`config.mk`:
```
export PLATFORM = sky130hd
export DESIGN_NAME = lsu_bus_adapter
export DESIGN_NICKNAME = d
export VERILOG_FILES = /design/src/rtl/lsu_bus_adapter.sv
export SDC_FILE = /design/constraint.sdc
export NUM_CORES = 1
export LEC_CHECK = 0
export BUFFER_PORTS_ARGS = -buffer_cell sky130_fd_sc_hd__buf_2
export CAP_MARGIN = 20
export CORE_ASPECT_RATIO = 0.8
export CORE_MARGIN = 4
export CORE_UTILIZATION = 40
export DETAILED_ROUTE_END_ITERATION = 16
export GPL_TIMING_DRIVEN = 0
export MAX_ROUTING_LAYER = met4
export PLACE_DENSITY = 0.68
export RECOVER_POWER = 50
export SLEW_MARGIN = 10
export SYNTH_ARGS = -nofsm -noshare
export SYNTH_HDL_FRONTEND = slang
export SYNTH_SLANG_ARGS = --single-unit
export TNS_END_PERCENT = 1
```
`constraint.sdc`:
```
create_clock -name clk -period 3.55 [get_ports clk]
set_input_delay 0.1775 -clock clk [delete_from_list [all_inputs] [get_ports clk]]
set_output_delay 0.1775 -clock clk [all_outputs]
set_load 0.05 [all_outputs]
```
`src/rtl/lsu_bus_adapter.sv`:
```
// lsu_bus_adapter: runs core loads/stores as req/ack bus transactions, stalling the core until done.
// Optional define LSU_MISALIGN_CHECK_EN: misaligned half/word accesses fault in IDLE without a bus request.
module lsu_bus_adapter #(
    parameter int unsigned TIMEOUT = 255
) (
    input  logic        clk,
    input  logic        rst,
    input  logic        MemEna,
    input  logic [1:0]  MemRW,
    input  logic [2:0]  SWSel,
    input  logic [31:0] Addr,
    input  logic [31:0] WData,
    output logic        Stall,
    output logic [31:0] RData,
    output logic        MemErr,
    output logic        bus_req,
    output logic        bus_we,
    output logic [31:0] bus_addr,
    output logic [31:0] bus_wdata,
    output logic [3:0]  bus_be,
    input  logic        bus_ack,
    input  logic [31:0] bus_rdata,
    input  logic        bus_err
);

    localparam int unsigned CNT_W = 8;
    localparam logic [CNT_W-1:0] CNT_LAST = CNT_W'(TIMEOUT - 1);

    typedef enum logic [1:0] {
        IDLE = 2'b00,
        WAIT = 2'b01,
        DONE = 2'b10
    } state_t;

    state_t           state_q, state_d;
    logic [CNT_W-1:0] cnt_q, cnt_d;
    logic             req_q, req_d;
    logic             we_q, we_d;
    logic [31:0]      addr_q, addr_d;
    logic [31:0]      wdata_q, wdata_d;
    logic [3:0]       be_q, be_d;
    logic [2:0]       sel_q, sel_d;
    logic [1:0]       off_q, off_d;
    logic [31:0]      rdata_q, rdata_d;
    logic             err_q, err_d;

    logic [3:0]       st_be;
    logic [31:0]      st_wdata;
    logic             misalign;

    // Extract the addressed lane from the read word and extend it to 32 bits.
    function automatic logic [31:0] fmt_load(input logic [2:0] sel, input logic [1:0] off,
                                             input logic [31:0] w);
        logic [7:0]  b;
        logic [15:0] h;
        b = 8'(w >> {off, 3'b000});
        h = off[1] ? w[31:16] : w[15:0];
        case (sel)
            3'b000:  return {24'b0, b};
            3'b001:  return {16'b0, h};
            3'b011:  return {{24{b[7]}}, b};
            3'b100:  return {{16{h[15]}}, h};
            default: return w;
        endcase
    endfunction

    // Byte enables and lane-replicated write data; loads take the full word.
    always_comb begin
        st_be    = 4'b1111;
        st_wdata = WData;
        case (MemRW)
            2'b01: begin
                st_be    = 4'b0001 << Addr[1:0];
                st_wdata = {4{WData[7:0]}};
            end
            2'b10: begin
                st_be    = 4'b0011 << {Addr[1], 1'b0};
                st_wdata = {2{WData[15:0]}};
            end
            default: ;
        endcase
    end

`ifdef LSU_MISALIGN_CHECK_EN
    logic is_half;
    logic is_word;
    assign is_half  = (MemRW == 2'b10) || ((MemRW == 2'b00) && ((SWSel == 3'b001) || (SWSel == 3'b100)));
    assign is_word  = (MemRW == 2'b11) || ((MemRW == 2'b00) && (SWSel == 3'b010 || SWSel[2:1] == 2'b11 || SWSel == 3'b101));
    assign misalign = (is_half && Addr[0]) || (is_word && (Addr[1:0] != 2'b00));
`else
    assign misalign = 1'b0;
`endif

    always_ff @(posedge clk or posedge rst) begin
        if (rst) begin
            state_q <= IDLE;
            cnt_q   <= '0;
            req_q   <= 1'b0;
            we_q    <= 1'b0;
            addr_q  <= '0;
            wdata_q <= '0;
            be_q    <= '0;
            sel_q   <= '0;
            off_q   <= '0;
            rdata_q <= '0;
            err_q   <= 1'b0;
        end else begin
            state_q <= state_d;
            cnt_q   <= cnt_d;
            req_q   <= req_d;
            we_q    <= we_d;
            addr_q  <= addr_d;
            wdata_q <= wdata_d;
            be_q    <= be_d;
            sel_q   <= sel_d;
            off_q   <= off_d;
            rdata_q <= rdata_d;
            err_q   <= err_d;
        end
    end

    always_comb begin
        state_d = state_q;
        cnt_d   = cnt_q;
        req_d   = req_q;
        we_d    = we_q;
        addr_d  = addr_q;
        wdata_d = wdata_q;
        be_d    = be_q;
        sel_d   = sel_q;
        off_d   = off_q;
        rdata_d = rdata_q;
        err_d   = 1'b0;
        case (state_q)
            IDLE: begin
                if (MemEna) begin
                    if (misalign) begin
                        state_d = DONE;
                        err_d   = 1'b1;
                        rdata_d = '0;
                    end else begin
                        state_d = WAIT;
                        req_d   = 1'b1;
                        cnt_d   = '0;
                        we_d    = (MemRW != 2'b00);
                        addr_d  = {Addr[31:2], 2'b00};
                        be_d    = st_be;
                        wdata_d = st_wdata;
                        sel_d   = SWSel;
                        off_d   = Addr[1:0];
                    end
                end
            end
            WAIT: begin
                // Ack takes priority over a timeout landing in the same cycle.
                if (bus_ack) begin
                    state_d = DONE;
                    req_d   = 1'b0;
                    if (bus_err) begin
                        err_d   = 1'b1;
                        rdata_d = '0;
                    end else if (!we_q) begin
                        rdata_d = fmt_load(sel_q, off_q, bus_rdata);
                    end
                end else if (cnt_q == CNT_LAST) begin
                    state_d = DONE;
                    req_d   = 1'b0;
                    err_d   = 1'b1;
                    rdata_d = '0;
                end else begin
                    cnt_d = cnt_q + CNT_W'(1);
                end
            end
            DONE: state_d = IDLE;
            default: state_d = IDLE;
        endcase
    end

    assign Stall     = ((state_q == IDLE) && MemEna) || (state_q == WAIT);
    assign RData     = rdata_q;
    assign MemErr    = err_q;
    assign bus_req   = req_q;
    assign bus_we    = we_q;
    assign bus_addr  = addr_q;
    assign bus_wdata = wdata_q;
    assign bus_be    = be_q;

endmodule

```
---- Yosys cells after proc, flatten, opt, wreduce, memory -nomap -nowiden ----
Cells that the tools add are included.
storage, ports and cells
  register bits ........................... 116
operators by class
  add/sub/neg operators ................... 1
  eq/ne operators ......................... 12
  shifts and indexed selects .............. 3
  mux-type cells .......................... 24
  reduce and logical (&&, ||, !) cells .... 12
operators with widths
  operator                                         count
  2-to-1 mux 32 bit                                4
  one-hot mux 32 bit (4 select lines)              1
  one-hot mux 32 bit (2 select lines)              1
  right shift 32 x 5 -> 8 bit                      1
  2-to-1 mux 8 bit                                 3
  2-to-1 mux 16 bit                                1
  one-hot mux 8 bit (2 select lines)               1
  adder 8 x 1 -> 8 bit, second input constant      1
  == test 8 bit, second input constant             1
  one-hot mux 4 bit (2 select lines)               1
  2-to-1 mux 1 bit                                 7
  2-to-1 mux 2 bit                                 3
  inequality test 2 bit, second input constant     3
  inequality test 3 bit, second input constant     2
  AND reduction 3 bit                              2
  nonzero test 2 bit                               3
  == test 2 x 1 -> 1 bit, second input constant    2
  one-hot mux 2 bit (2 select lines)               1
  AND reduction 2 bit                              2
  AND reduction 4 bit                              1
  << shifter 1 x 2 -> 4 bit, first input constant  1
  << shifter 2 x 2 -> 4 bit, first input constant  1
  == test 3 x 1 -> 1 bit, second input constant    1
  == test 3 x 2 -> 1 bit, second input constant    1
  other kinds (7)                                  7

---- Logic depth before layout (Yosys ltp) ----
Gate-level depths: netlist (run 1).
  depth after elaboration ................. 5
  mapped depth ............................ 7

---- Worst setup path before layout (run 1) ----
OpenSTA, ideal clock, no wires.
  kind .................................... reg-to-reg
  start ................................... reg we_q, in the netlist bus_we
  end ..................................... reg rdata_q[10], in the netlist RData[10]
  arrival time ............................ 1,634 ps
  required time ........................... 3,482 ps
  setup slack ............................. 1,847 ps
  stages on the path, launching flop included .. 4
  buffers on the path ..................... 0
  period minus slack after synthesis ...... 1,703 ps
  cell sequence ........................... dfrtp_1 -> or3_4 -> a311oi_4 -> a32o_1
between the ends
  longest elaborated chain between the ends .. 2
ends and longest elaborated chain
  element                          RTL line  source
  start, declared                  38        logic we_q, we_d;
  start signal, assigned           111       we_q <= we_d;
  inequality test 3 bit (no line)  --
  AND reduction 3 bit (no line)    --
  end signal, assigned             117       rdata_q <= rdata_d;
  end, declared                    44        logic [31:0] rdata_q, rdata_d;
Every way passes these cells.
A chain may end at the register's enable or synchronous reset.

---- Worst setup path after layout (run 1) ----
  start ................................... reg state_q[0]
  end ..................................... out Stall
between the ends
  longest elaborated chain between the ends .. 3
ends and longest elaborated chain
  element                 RTL line  source
  start, declared         35        state_t state_q, state_d;
  start signal, assigned  108       state_q <= state_d;
  zero test 2 bit         179       assign Stall = ((state_q == IDLE) && MemEna) || (state_q == WAIT);
  logical AND 1 bit       179
  logical OR 1 bit *      179
  end, declared           13        output logic Stall,
Mark *: on every way between the ends. The rest lies on a longest branch, timed or not.

==> run_results.csv, run 1 <==
group,metric,value,unit
sta,fin_hold_ws,0.00916,ns
logic_synthesis,dominantRegCellSynth,"dfrtp_1",
floorplan,chipHeight,115,um
final_layout,area_growth,37.8,%
sta,slew_violations,51,
floorplan,die_x,142,um
logic_synthesis,synth_edf_count,0,
logic_synthesis,syn_area,5730,um^2
power,p_total,7.91,mW
logic_synthesis,synthCells,619,
grt,grtUsageTotal,0.240,
logic_synthesis,synth_fa_ha_area_frac,0.0109,
critical_path,cp_data_arrival_time,2.32,ns
cts,cts_setup_buffers,0,
sta,setup_ws,1.05,ns
grt,grt_pass1_wl,29700,um
critical_path,worstSetupPathType,"reg2out",
hold_path,hold_end,"bus_wdata[6]$_DFFE_PP0P_",
power,leakagePower,3.78,nW
cts,htreeDepth,4,
cts,ctsResizeCount,0,
placement,dpl_worst_slack,1.48,ns
detailed_routing,firstDrtPassIters,5,
sta,maxSlewHeadroom,-0.576,
final_layout,nFillCells,1262,
critical_path,reg2reg_to,"RData[7]$_DFFE_PP0P_",
critical_path,path_max_fanout,10,
logic_synthesis,synth_compound_area_frac,0.201,
detailed_routing,drc,0,
hold_path,hp-start,"WData[6]",
sta,post-route-period-util,0.703,
logic_synthesis,synth_xor_area_frac,0.00459,
floorplan,rows,38,
detailed_routing,drt_iter0_drc,513,
logic_synthesis,syn_avg_cell_area,9.26,um^2
final_layout,final_util,0.573,
logic_synthesis,yosys.area_share.simple,0.212,
logic_synthesis,yosysWarnings,0,
sta,setup_violations,0,
critical_path,rr_startpoint,"cnt_q[0]$_DFFE_PP0P_",
floorplan,pin_count,210,
job,drv_cap,1,
placement,finalWeightedCongestion,0.863,
critical_path,reg2reg_depth,7,
hold_path,min_path_cells,3,
critical_path,start_kind,"flop",
critical_path,end_kind,"primary output",
sta,hold_viol,0,
sta,clock.fmax,400,MHz
sta,rsz0062_at_grt,"no",
placement,dp_cells,1008,
sta,fin_worst_skew,0.0123,ns
detailed_routing,vias,5610,
sta,min_period,2.50,ns
critical_path,required,3.37,ns
cts,cts_buffers,17,
final_layout,drive_above_1_share,0.236,
logic_synthesis,seq_area_frac_synth,0.507,
detailed_routing,routedWlPerCell,17.4,um
critical_path,r2r_slack,1.49,ns
grt,grt_pass1_vias,5555,
status,status,"finished, violations left",
cts,insertion_delay,0.41,ns
logic_synthesis,synthMuxAreaShare,0.0214,
power,p_per_area,1000,nW/um^2
detailed_routing,vias_per_cell,5.21,
cts,cts_sinks,116,
detailed_routing,drt-total-wl,18700,um
logic_synthesis,async_flop_share,1.00,
floorplan,core,13800,um^2
grt,grt-ovfl-total,0,
cts,cts_root_buf,"clkbuf_16",
final_layout,stdcell_count,1076,
grt,grt_start_max_net_pins,67,
logic_synthesis,synth.distinct_cells,54,
logic_synthesis,synth_top_family_by_area,"simple AND/OR/NAND/NOR gates",
grt,antenna_found_initial,0,
cts,tritoncts,"built",
power,ir_drop,0.586,mV
cts,clkTransAtPathRegs,0.06,ns
sta,worst_slew_pin_slew,2.35,ns
floorplan,initial_core_util,0.416,
detailed_routing,ant_nets,0,
status,failed_checks,"capacitance limit, slew limit",
floorplan,dieArea,16300,um^2
cts,cts_buffer_depth,2,
placement,place_hpwl,13400,um
placement,io_buffers,207,
logic_synthesis,ys_ff_latch,116,
hold_path,min_path_type,"in2reg",
final_layout,fin_nets,993,
[cell type report]
cell class / count / area, um^2 / area share
Timing Repair Buffer: 243 / 1350 / 0.171
Antenna cell: 1 / 2.50 / 0.000317
Inverter: 13 / 50.0 / 0.00634
Multi-Input combinational cell: 447 / 2580 / 0.327
Clock buffer: 17 / 425 / 0.0539
Tap cell: 180 / 225 / 0.0285
Buffer: 44 / 199 / 0.0252
Clock inverter: 15 / 159 / 0.0201
Sequential cell: 116 / 2900 / 0.368
[power by group]
| part | internal [mW] | total (mW) | leakage [nW] | switching [mW] |
|---|---|---|---|---|
| clock | 1.04 | 1.68 | 0.279 | 0.645 |
| combinational | 0.970 | 4.05 | 2.04 | 3.08 |
| sequential | 1.86 | 2.18 | 1.46 | 0.319 |
[logic make-up after synthesis]
kind of cell,count (synthesis)
flip-flops,116
XOR/XNOR,3
AO/OA/AOI/OAI,165
AND/OR/NAND/NOR,261
other,1
buffers and inverters,57
adder cells (fa/ha/maj),5
multiplexers,11
[cell usage in the layout (no fill, tap or decap), drive strengths merged, types with 7 or more instances in the layout]
| cell | count |
|---|---|
| a21oi | 54 |
| a221o | 8 |
| a22o | 11 |
| buf | 174 |
| clkbuf | 95 |
| clkinv | 9 |
| dfrtp | 116 |
| dlygate4sd3 | 35 |
| inv | 13 |
| mux2i | 10 |
| nand2 | 132 |
| nand2b | 29 |
| nor2 | 61 |
| nor3b | 16 |
| o21ai | 32 |
| o2bb2ai | 23 |
| o32a | 7 |
[flip-flops by register name, summed over array words and instances, names as in the netlist]
name and cells:
cnt_q 8, bus_be 4, state_q 2, bus_req 1
sel_q 3, off_q 2, bus_addr 30, bus_we 1
bus_wdata 32, RData 32, MemErr 1
[per-layer routing]
layer  track usage  routed length (um)  up-vias
met5             -                   0        -
met3        0.0574                1270       20
met1         0.324                8380     2658
met2         0.366                8820      235
li1              -                   -     2697
met4        0.0633                 246        0
[cell usage after synthesis, types with 7 or more instances]
cell type | count | area, um^2
nor3b_1 | 16 | 120
nand2_1 | 132 | 495
o21ai_0 | 31 | 155
o32a_1 | 7 | 70.1
nand2b_1 | 28 | 175
a221o_1 | 8 | 80.1
nor2_1 | 61 | 229
a21oi_1 | 54 | 270
clkbuf_1 | 27 | 101
mux2i_1 | 10 | 100
buf_2 | 9 | 45.0
inv_1 | 13 | 48.8
a22o_1 | 11 | 96.3
dfrtp_1 | 116 | 2900
o2bb2ai_1 | 23 | 201
[through the flow]
stage,cell area [um^2],setup TNS (ns)
global route,7900,0
finish,7900,0
CTS,7960,0
global placement,7000,-141.74
floorplan,5730,0
detailed placement,7030,0
[worst max path at each step]
stage	cells after the start	to	startpoint	slack [ns]
2_1_floorplan	1	MemErr$_DFF_PP0_	rst	0.30
6_report	6	Stall	state_q[0]$_DFFE_PP0P_	1.05
5_1_grt	6	Stall	state_q[0]$_DFFE_PP0P_	0.86
3_5_place_dp	7	RData[7]$_DFFE_PP0P_	cnt_q[0]$_DFFE_PP0P_	1.48
3_3_place_gp	2	RData[13]$_DFFE_PP0P_	rst	-1.23
4_1_cts	6	Stall	state_q[0]$_DFFE_PP0P_	1.06
[worst max-delay path, stage by stage (launching register included)]
cell and delay, ns:
dfrtp_1 0.41, nor2_1 0.09, nand2_1 0.15, clkbuf_1 0.39, buf_1 0.49, nand2_1 0.14
buf_2 0.25
[what timing repair did]
item,4_1_cts,5_1_grt
hold buffers,35,0
endpoints found under the setup margin,0,0
hold endpoints to repair,84,0
Note: power is estimated with default switching activity, not from simulation.
==> inputs of run 2 (changes only) <==
- clock period: 3.55 -> 2.5 ns (I/O delays scaled with it)
==> run 2 against run 1 <==
Compared with the run above:
- the flow now finishes without violations
- sequential share of layout area down 1.1 points
- core utilization rose by 1.8 points
- largest cell class unchanged
- total power grew 42%
- critical endpoint unchanged
- largest power group unchanged
- setup slack lost 0.81 ns
- cell count is 2.7% higher
- die area unchanged
- clock skew increased by 0.00052 ns
==> run_results.csv, run 2 (synthesis results as in run 1) <==
group,metric,value,unit
sta,worst_slew_pin_slew,1.26,ns
detailed_routing,routedWlPerCell,17.0,um
sta,maxSlewHeadroom,0.155,
status,status,"complete, no violations",
final_layout,drive_above_1_share,0.204,
job,drv_cap,0,
critical_path,rr_startpoint,"cnt_q[0]$_DFFE_PP0P_",
cts,htreeDepth,4,
power,power_frac_seq,0.277,
critical_path,cp_data_arrival_time,2.13,ns
critical_path,required,2.38,ns
final_layout,stdcell_area,8140,um^2
hold_path,min_path_type,"in2reg",
sta,finalSetupTns,0,ns
sta,slew_violations,0,
detailed_routing,ant_nets,0,
cts,clkTransAtPathRegs,0.06,ns
cts,cts_root_buf,"clkbuf_16",
detailed_routing,vias,5690,
cts,cts_buffer_depth,2,
sta,hold_viol,0,
final_layout,stdcell_count,1105,
sta,min_period,2.26,ns
floorplan,rows,38,
sta,setup_violations,0,
sta,post-route-period-util,0.904,
power,p_switching,5.77,mW
final_layout,layout.cells.most_common,"buf_2",
final_layout,final_util,0.590,
final_layout,fin_nets,1021,
critical_path,r2r_slack,0.38,ns
critical_path,path_common_cell,"nand2_1",
power,clkPwrFrac,0.215,
sta,clock.fmax,443,MHz
cts,cts_buffers,17,
placement,io_buffers,207,
power,p_total,11.3,mW
power,pwr-share-comb,0.508,
grt,grt_pass1_wl,29900,um
power,p_per_area,1380,nW/um^2
detailed_routing,routed-wl-met2,8880,um
detailed_routing,drt-total-wl,18800,um
detailed_routing,top_layer,"met4",
critical_path,crit_buf_inv,3,
floorplan,core,13800,um^2
cts,insertion_delay,0.42,ns
placement,dp_cells,1010,
power,ir_drop,0.769,mV
floorplan,initial_core_util,0.416,
critical_path,critical_path.slowest_cell,"dfrtp_1",
grt,grtUsageTotal,0.241,
final_layout,area_growth,42.1,%
critical_path,worst_path_largest_cell_delay,0.41,ns
cts,cts_setup_buffers,0,
critical_path,reg2reg_to,"RData[7]$_DFFE_PP0P_",
critical_path,crit_chain,"nor2_1 > nand2_1 > clkbuf_1 > clkbuf_2 > nand2_1 > buf_2",
detailed_routing,vias_per_cell,5.15,
critical_path,reg2reg_depth,7,
placement,finalWeightedCongestion,0.867,
detailed_routing,wl_met1,8010,um
detailed_routing,firstDrtPassIters,5,
cts,tritoncts,"built",
hold_path,hold_end,"RData[17]$_DFFE_PP0P_",
floorplan,pin_count,210,
placement,place_hpwl,13600,um
floorplan,chipHeight,115,um
final_layout,nFillCells,1237,
detailed_routing,drc,0,
power,internal_power,5.50,mW
critical_path,start_kind,"flop",
critical_path,worstSetupPathType,"reg2out",
hold_path,min_path_cells,3,
critical_path,end_kind,"primary output",
detailed_routing,drt_iter0_drc,436,
grt,antenna_found_initial,2,
power,sw_frac_of_total,0.512,
power,leakagePower,3.81,nW
floorplan,dieArea,16300,um^2
critical_path,path_max_fanout,10,
cts,cts_sinks,116,
detailed_routing,wl_met3,1570,um
critical_path,cpLargestDelayFamily,"buffers and inverters",
grt,grt_pass1_vias,5794,
final_layout,layout_common_cells,"buf_2 (139), nand2_1 (132), dfrtp_1 (116)",
grt,grt_start_max_net_pins,38,
grt,grt-ovfl-total,0,
hold_path,hp-start,"bus_rdata[17]",
sta,rsz0062_at_grt,"no",
sta,fin_worst_skew,0.0129,ns
placement,dpl_cell_area,7060,um^2
floorplan,die_x,142,um
run 2: final cells by class:
cell class / instances / area (um^2) / share of cell area
buffer: 44 / 200 / 0.0246
clock inverter: 14 / 155 / 0.0191
multi-input combinational: 447 / 2580 / 0.317
antenna: 2 / 5.00 / 0.000615
tap: 180 / 225 / 0.0277
clock buffer: 18 / 439 / 0.0539
inverter: 13 / 50.0 / 0.00615
timing repair buffer: 271 / 1580 / 0.194
sequential: 116 / 2900 / 0.357
run 2: power groups by stage:
stage               logic [mW]  clock network (mW)  registers (mW)
floorplan                 1.79                   0            5.62
global placement          5.76                   0            3.10
detailed placement        5.81                   0            3.09
CTS                       5.89                2.46            3.09
global route              6.09                2.55            3.21
finish                    5.73                2.42            3.12
run 2: repair_timing:
action,in CTS,in global routing
endpoints found under the setup margin,0,1
gates resized for setup,0,1
endpoints found under the hold margin,92,0
hold buffers,61,0
run 2: worst reg2reg max path, cell delays in order (launching register included):
cell,delay (ns)
dfrtp_1,0.43
inv_1,0.07
ha_1,0.20
nand3_1,0.14
nor2_1,0.08
o21ai_1,0.41
clkbuf_1,0.50
a22o_1,0.23
run 2: how the worst max path moves through the flow:
| stage | startpoint | to | slack (ns) | depth (start not counted) |
|---|---|---|---|---|
| 6_report | state_q[0]$_DFFE_PP0P_ | Stall | 0.24 | 6 |
| 5_1_grt | state_q[0]$_DFFE_PP0P_ | Stall | 0.05 | 6 |
| 4_1_cts | state_q[0]$_DFFE_PP0P_ | Stall | 0.05 | 6 |
| 3_5_place_dp | cnt_q[0]$_DFFE_PP0P_ | RData[7]$_DFFE_PP0P_ | 0.40 | 7 |
| 3_3_place_gp | rst | RData[20]$_DFFE_PP0P_ | 0.14 | 2 |
| 2_1_floorplan | bus_we$_DFFE_PP0P_ | RData[10]$_DFFE_PP0P_ | 0.80 | 3 |
run 2: metal layers:
layer  track usage  vias up
li1              -     2743
met1         0.303     2689
met2         0.371      226
met3        0.0694       32
met4        0.0914        0
met5             -        -
run 2: per-stage QoR:
step	hold slack, ns	setup slack [ns]
after global routing	0.0135	0.0506
final	0.00849	0.241
after global placement	0.316	0.142
after CTS	0.00124	0.0514
after detailed placement	0.266	0.405
after floorplan	0.230	0.797
